<file path="config.mk">
export PLATFORM = sky130hd
export DESIGN_NAME = jtriders_objdma
export DESIGN_NICKNAME = d
export VERILOG_FILES = /design/src/rtl/jtriders_pkg.sv /design/src/rtl/jtriders_objdma.sv
export SDC_FILE = /design/constraint.sdc
export NUM_CORES = 1
export LEC_CHECK = 0
export BUFFER_PORTS_ARGS = -buffer_cell sky130_fd_sc_hd__buf_2
export CAP_MARGIN = 20
export CORE_MARGIN = 3
export CORE_UTILIZATION = 45
export CTS_BUF_LIST = sky130_fd_sc_hd__clkbuf_16
export DETAILED_ROUTE_END_ITERATION = 10
export PLACE_DENSITY = 0.69
export SYNTH_ARGS = -nofsm -noshare
export SYNTH_HDL_FRONTEND = slang
export SYNTH_SLANG_ARGS = --single-unit
</file>
<file path="constraint.sdc">
create_clock -name clk -period 2 [get_ports clk]
set_clock_uncertainty 0.1 [all_clocks]
set_input_delay 0.4 -clock clk [delete_from_list [all_inputs] [get_ports clk]]
set_output_delay 0.4 -clock clk [all_outputs]
set_load 0.005 [all_outputs]
</file>
<file path="src/rtl/jtriders_pkg.sv">
// Shared types and defaults for the riders core object-DMA logic.
// Latency: n/a (package only).
// Backpressure: n/a (package only).
package jtriders_pkg;

   localparam int OBJDMA_AW   = 10;   // object table word-address width
   localparam int OBJDMA_TOUT = 255;  // cpu_cen ticks allowed for a bus grant

   typedef enum logic [2:0] {
      IDLE,
      REQ,
      OWN,
      COPY,
      REL
   } objdma_st_t;

endpackage

</file>
<file path="src/rtl/jtriders_objdma.sv">
// Object-RAM DMA master: per frame, takes the 68k bus and copies the object table to the shadow buffer.
// Latency: request on the clk after the LVBL fall; copy takes 2**AW+1 clks once the bus is owned.
// Backpressure: waits for BGn on cpu_cen ticks, gives up after TOUT ticks; the copy itself never stalls.
//
// Ports:
//   clk, rstn            system clock, synchronous active-low reset
//   cpu_cen              68k clock enable; bus handshake only advances on it
//   LVBL, dma_en         vertical blank (active low) and DMA enable from the object register
//   ASn, BGn             68k address strobe and bus grant
//   BRn, BGACKn          bus request / grant acknowledge to the 68k (active low)
//   busy, tout           status bits: transfer in progress, last request timed out (sticky)
//   src_addr, src_dout   object RAM read port (1-clk synchronous read)
//   dst_addr, dst_din,   shadow buffer write port, one dst_we pulse per word
//   dst_we
module jtriders_objdma
   import jtriders_pkg::*;
#(
   parameter int AW   = OBJDMA_AW,
   parameter int TOUT = OBJDMA_TOUT
)(
   input  logic          clk,
   input  logic          rstn,
   input  logic          cpu_cen,
   input  logic          LVBL,
   input  logic          dma_en,
   input  logic          ASn,
   input  logic          BGn,
   output logic          BRn,
   output logic          BGACKn,
   output logic          busy,
   output logic          tout,
   output logic [AW-1:0] src_addr,
   input  logic [15:0]   src_dout,
   output logic [AW-1:0] dst_addr,
   output logic [15:0]   dst_din,
   output logic          dst_we
);

   localparam int CW = $clog2(TOUT + 1);

   objdma_st_t    st;
   logic          lvbl_l;
   logic [CW-1:0] cnt;
   logic [AW-1:0] addr_d;    // address whose data arrives on src_dout this clk
   logic          rd_pend;   // a read was issued on the previous clk
   logic          done;      // last address issued; avoids relying on counter wrap
   logic          trig;

   // Start of vertical blank
   assign trig = lvbl_l & ~LVBL;

   always_ff @(posedge clk) begin
      if (!rstn) begin
         st       <= IDLE;
         lvbl_l   <= 1'b0;
         cnt      <= '0;
         addr_d   <= '0;
         rd_pend  <= 1'b0;
         done     <= 1'b0;
         BRn      <= 1'b1;
         BGACKn   <= 1'b1;
         busy     <= 1'b0;
         tout     <= 1'b0;
         src_addr <= '0;
         dst_addr <= '0;
         dst_din  <= '0;
         dst_we   <= 1'b0;
      end else begin
         lvbl_l <= LVBL;
         dst_we <= 1'b0;
         case (st)
            IDLE: begin
               // Edges seen outside IDLE are simply dropped
               if (trig && dma_en) begin
                  BRn      <= 1'b0;
                  busy     <= 1'b1;
                  cnt      <= '0;
                  src_addr <= '0;
                  done     <= 1'b0;
                  rd_pend  <= 1'b0;
                  st       <= REQ;
               end
            end
            REQ: begin
               if (cpu_cen) begin
                  // Only take the bus once the current CPU cycle has ended
                  if (!BGn && ASn) begin
                     BGACKn <= 1'b0;
                     st     <= OWN;
                  end else if (cnt == CW'(TOUT - 1)) begin
                     BRn  <= 1'b1;
                     busy <= 1'b0;
                     tout <= 1'b1;
                     st   <= IDLE;
                  end else begin
                     cnt <= cnt + 1'b1;
                  end
               end
            end
            OWN: begin
               // BGACKn now holds the bus, so the request can be withdrawn
               if (cpu_cen) begin
                  BRn <= 1'b1;
                  st  <= COPY;
               end
            end
            COPY: begin
               // Issue side: one read address per clk until the last one
               if (!done) begin
                  addr_d  <= src_addr;
                  rd_pend <= 1'b1;
                  if (src_addr == {AW{1'b1}}) begin
                     done <= 1'b1;
                  end else begin
                     src_addr <= src_addr + 1'b1;
                  end
               end else begin
                  rd_pend <= 1'b0;
               end
               // Write side: data for the previous clk's address is on src_dout
               if (rd_pend) begin
                  dst_we   <= 1'b1;
                  dst_addr <= addr_d;
                  dst_din  <= src_dout;
               end
               // The final write happens on this same clk
               if (done) begin
                  st <= REL;
               end
            end
            REL: begin
               if (cpu_cen) begin
                  BGACKn <= 1'b1;
                  busy   <= 1'b0;
                  tout   <= 1'b0;
                  st     <= IDLE;
               end
            end
            default: st <= IDLE;
         endcase
      end
   end

endmodule

</file>
==> reports/qor.csv <==
stage,metric,value,unit
layout,layout cell share with drive strength beyond 1,25.7,%
timing,Fin. Hold Viols,0,
timing,RSZ-0062 raised after global routing,no,
timing,Slew Limit Fails,0,
die,Initial Util,46.7,%
clock_tree,Bufs on Longest Clock Path,2,
logic_synthesis,post-synthesis async set-or-reset flop share,0,%
detailed_routing,drt total wl,6670,um
layout,synth-to-layout area growth,30.0,%
worst_hold_path,hold path depth,2,
timing,FMAX,549,MHz
worst_setup_path,crit path cell chain,ha_1 -> nand3_2 -> or2_4 -> or4_1 -> a31oi_1,
logic_synthesis,"area leader, netlist",dfxtp_1,
timing,worst slew pin tran,0.397,ns
logic_synthesis,synth top area cells,"dfxtp_1, nand2_1, a21oi_1",
logic_synthesis,Post-synth top flop,dfxtp_1,
logic_synthesis,number of synthesized register bits,65,
clock_tree,post-cts sizing count,0,
detailed_routing,Avg WL per Cell,13.1,um
die,chip width,84.6,um
placed_design,Port Buffer Count,63,
worst_setup_path,Crit Path Class,register to register,
logic_synthesis,synthesized net count,379,
worst_hold_path,hold path start,LVBL,
grt,total gr overflow,0,
worst_setup_path,reg2reg path depth,5,
timing,Final Hold Slack,0.202,ns
clock_tree,H-tree levels,3,
timing,Slew headroom,72.9,%
layout,ant diodes,0,
logic_synthesis,Post-Synthesis Cell Area,0.00278,sq mm
timing,period utilisation layout,91.1,%
placed_design,GPL Wtd Cong,0.875,
flow_run,max_cap viols,0,
worst_setup_path,Setup crit end kind,register,
die,Total Die Area,0.00716,sq mm
pwr,Leak,1.43,nW
status,outcome,"finished, final reports clean",
logic_synthesis,synth unique cells,46,
clock_tree,# clock sinks,65,
worst_setup_path,arrival time worst endpoint,1.97,ns
detailed_routing,Initial DRT Pass Iterations,4,
pwr,Pwr per Cell Area,806,mW/mm^2
pwr,Worst VDD drop,0.000453,V
grt,first-pass GRT wire length,11700,um
die,Core ar.,0.00596,sq mm
worst_setup_path,Worst path max stage delay,0.48,ns
clock_tree,cts bufs inserted,9,
worst_setup_path,Worst R2R End,src_addr[8],
detailed_routing,Initial DRC Count,294,
worst_setup_path,WP data required,2.15,ns
clock_tree,root buf cell,clkbuf_16,
layout,fin nets,456,
timing,post-route minimum period,1.82,ns
worst_setup_path,register-to-register setup slack,0.18,ns
worst_setup_path,Worst path slowest cell,or4_1,
worst_hold_path,hold endpoint,lvbl_l,
grt,Overall Global Routing Usage,19.5,%
grt,initial antenna violation count,0,
grt,vias in the first global route,2584,
grt,largest net degree at the start of global routing,38,
logic_synthesis,"Seq/Total Area, Yosys",46.8,%
logic_synthesis,synth warn,0,
worst_setup_path,crit-path max FO,5,
clock_tree,hold_buf cts,0,
logic_synthesis,number of synthesized flops with an enable pin,0,
detailed_routing,Via density,5.36,
detailed_routing,via count,2734,
detailed_routing,DRC viols,0,
layout,fin util,60.7,%
clock_tree,post-CTS setup buffer count,0,
die,Die Y-Extent,84.6,um
placed_design,detailed placement HPWL,4730,um
die,site row count,28,
timing,Finish-stage setup viols,0,
clock_tree,Clock transition at path regs,0.05,ns
worst_hold_path,Hold Crit Class,primary input to register,
logic_synthesis,syn_area_per_cell,7.88,sq um
worst_setup_path,r2r startpoint,src_addr[0],
clock_tree,TritonCTS clock tree,built,
clock_tree,later-pin clock latency in the skew report,0.32,ns
logic_synthesis,post-synth top area share,46.8,%
die,I/O pin cnt,64,
logic_synthesis,post-synthesis cell count,353,
timing,setup TNS,0,ns
worst_setup_path,crit path launch type,register,
detailed_routing,Routed Antenna Nets,0,
[layout by cell type, fill, tap and decap left out, types with 2 or more instances in the layout]
cell type,count
buf_2,63
clkbuf_16,9
o41ai_1,2
a41oi_1,2
clkinv_2,2
nor3_1,6
a31oi_1,6
nand2b_1,5
inv_1,7
or3_1,3
and2_1,4
buf_12,2
nor2b_1,2
nand2_1,95
o31ai_1,3
a21oi_1,55
ha_1,3
o211ai_1,2
and3_1,4
or4_1,2
nor2_1,15
nand4_1,4
o21a_1,3
nand3_1,12
clkinvlp_4,2
buf_4,21
dfxtp_1,64
o21ai_0,11
[how the worst max path moves through the flow]
| stage | slack [ns] | from | end | depth (start not counted) |
|---|---|---|---|---|
| after floorplan | 0.18 | LVBL | cnt[7] | 5 |
| after CTS | 0.05 | src_addr[0] | src_addr[9] | 6 |
| after global placement | 0.08 | LVBL | cnt[7] | 6 |
| final | 0.18 | src_addr[0] | src_addr[8] | 5 |
| after detailed placement | 0.03 | LVBL | cnt[7] | 6 |
| after global routing | 0.07 | src_addr[1] | src_addr[8] | 5 |
[synthesized netlist by cell type, types with 2 or more instances]
cell / number
nor2b_1: 2
o211ai_1: 2
and2_1: 5
and3_1: 4
inv_1: 6
o21ai_0: 11
clkbuf_1: 13
dfxtp_1: 65
nor2_1: 15
or3_1: 3
nand2b_1: 5
o31ai_1: 3
nor3_1: 6
nand3_1: 13
buf_2: 6
ha_1: 3
or4_1: 2
nand2_1: 95
o21a_1: 3
a31oi_1: 6
o41ai_1: 2
nand4_1: 4
a21oi_1: 55
a41oi_1: 2
[layer usage]
| layer | global-route usage (%) | vias to the layer above | wire (um) |
|---|---|---|---|
| met1 | 25.5 | 1278 | 3190 |
| li1 | - | 1374 | - |
| met4 | 7.91 | 0 | 98 |
| met2 | 32.0 | 74 | 3050 |
| met5 | 0 | - | 0 |
| met3 | 3.24 | 8 | 324 |
[state kept, by name, indices dropped and copies added (netlist names)]
register / count
dst_din: 16
addr_d: 10
dst_addr: 10
src_addr: 10
cnt: 8
st: 3
BGACKn: 1
BRn: 1
busy: 1
done: 1
dst_we: 1
lvbl_l: 1
rd_pend: 1
tout: 1
[through the flow]
step           power [mW]  setup slack [ns]  area [sq um]  std cells
3_3_place_gp         1.44            0.0810          3300        494
5_1_grt              3.00            0.0666          3620        510
2_1_floorplan        1.39             0.181          2780        353
4_1_cts              2.94            0.0494          3590        510
3_5_place_dp         1.44            0.0335          3300        494
6_report             2.91             0.179          3620        510
[kinds of logic (layout without fill, tap and decap cells)]
group	after synthesis	after routing	synth area share [%]
adders and majority gates	3	3	1.35
DFF	65	65	46.8
and+or+nand+nor	161	161	26.5
xor gates and xnor gates	2	2	0.630
buffers and inverters	27	109	4.05
AOI/OAI and AO/OA	95	95	20.6
[where the power goes]
part	internal, mW	switching, mW
logic	0.0478	0.0666
registers	1.30	0.00426
clock network	0.949	0.545
total	2.30	0.616
[area by class of cell]
type	count	area, sq um
fillers	552	2340
multi-input cells	261	1390
flip-flops and latches	65	1300
repair buffers	86	513
clock buffers	9	225
well taps	75	93.8
clock inverters	7	62.6
inverters	7	26.3
[critical path: cells and delay by family (launching register included)]
| kind | cells | cell delay (ns) |
|---|---|---|
| AOI/OAI and AO/OA | 1 | 0.18 |
| adders and majority gates | 1 | 0.20 |
| and+or+nand+nor | 3 | 0.94 |
| DFF | 1 | 0.33 |
Power figures use the tool's default switching activity.
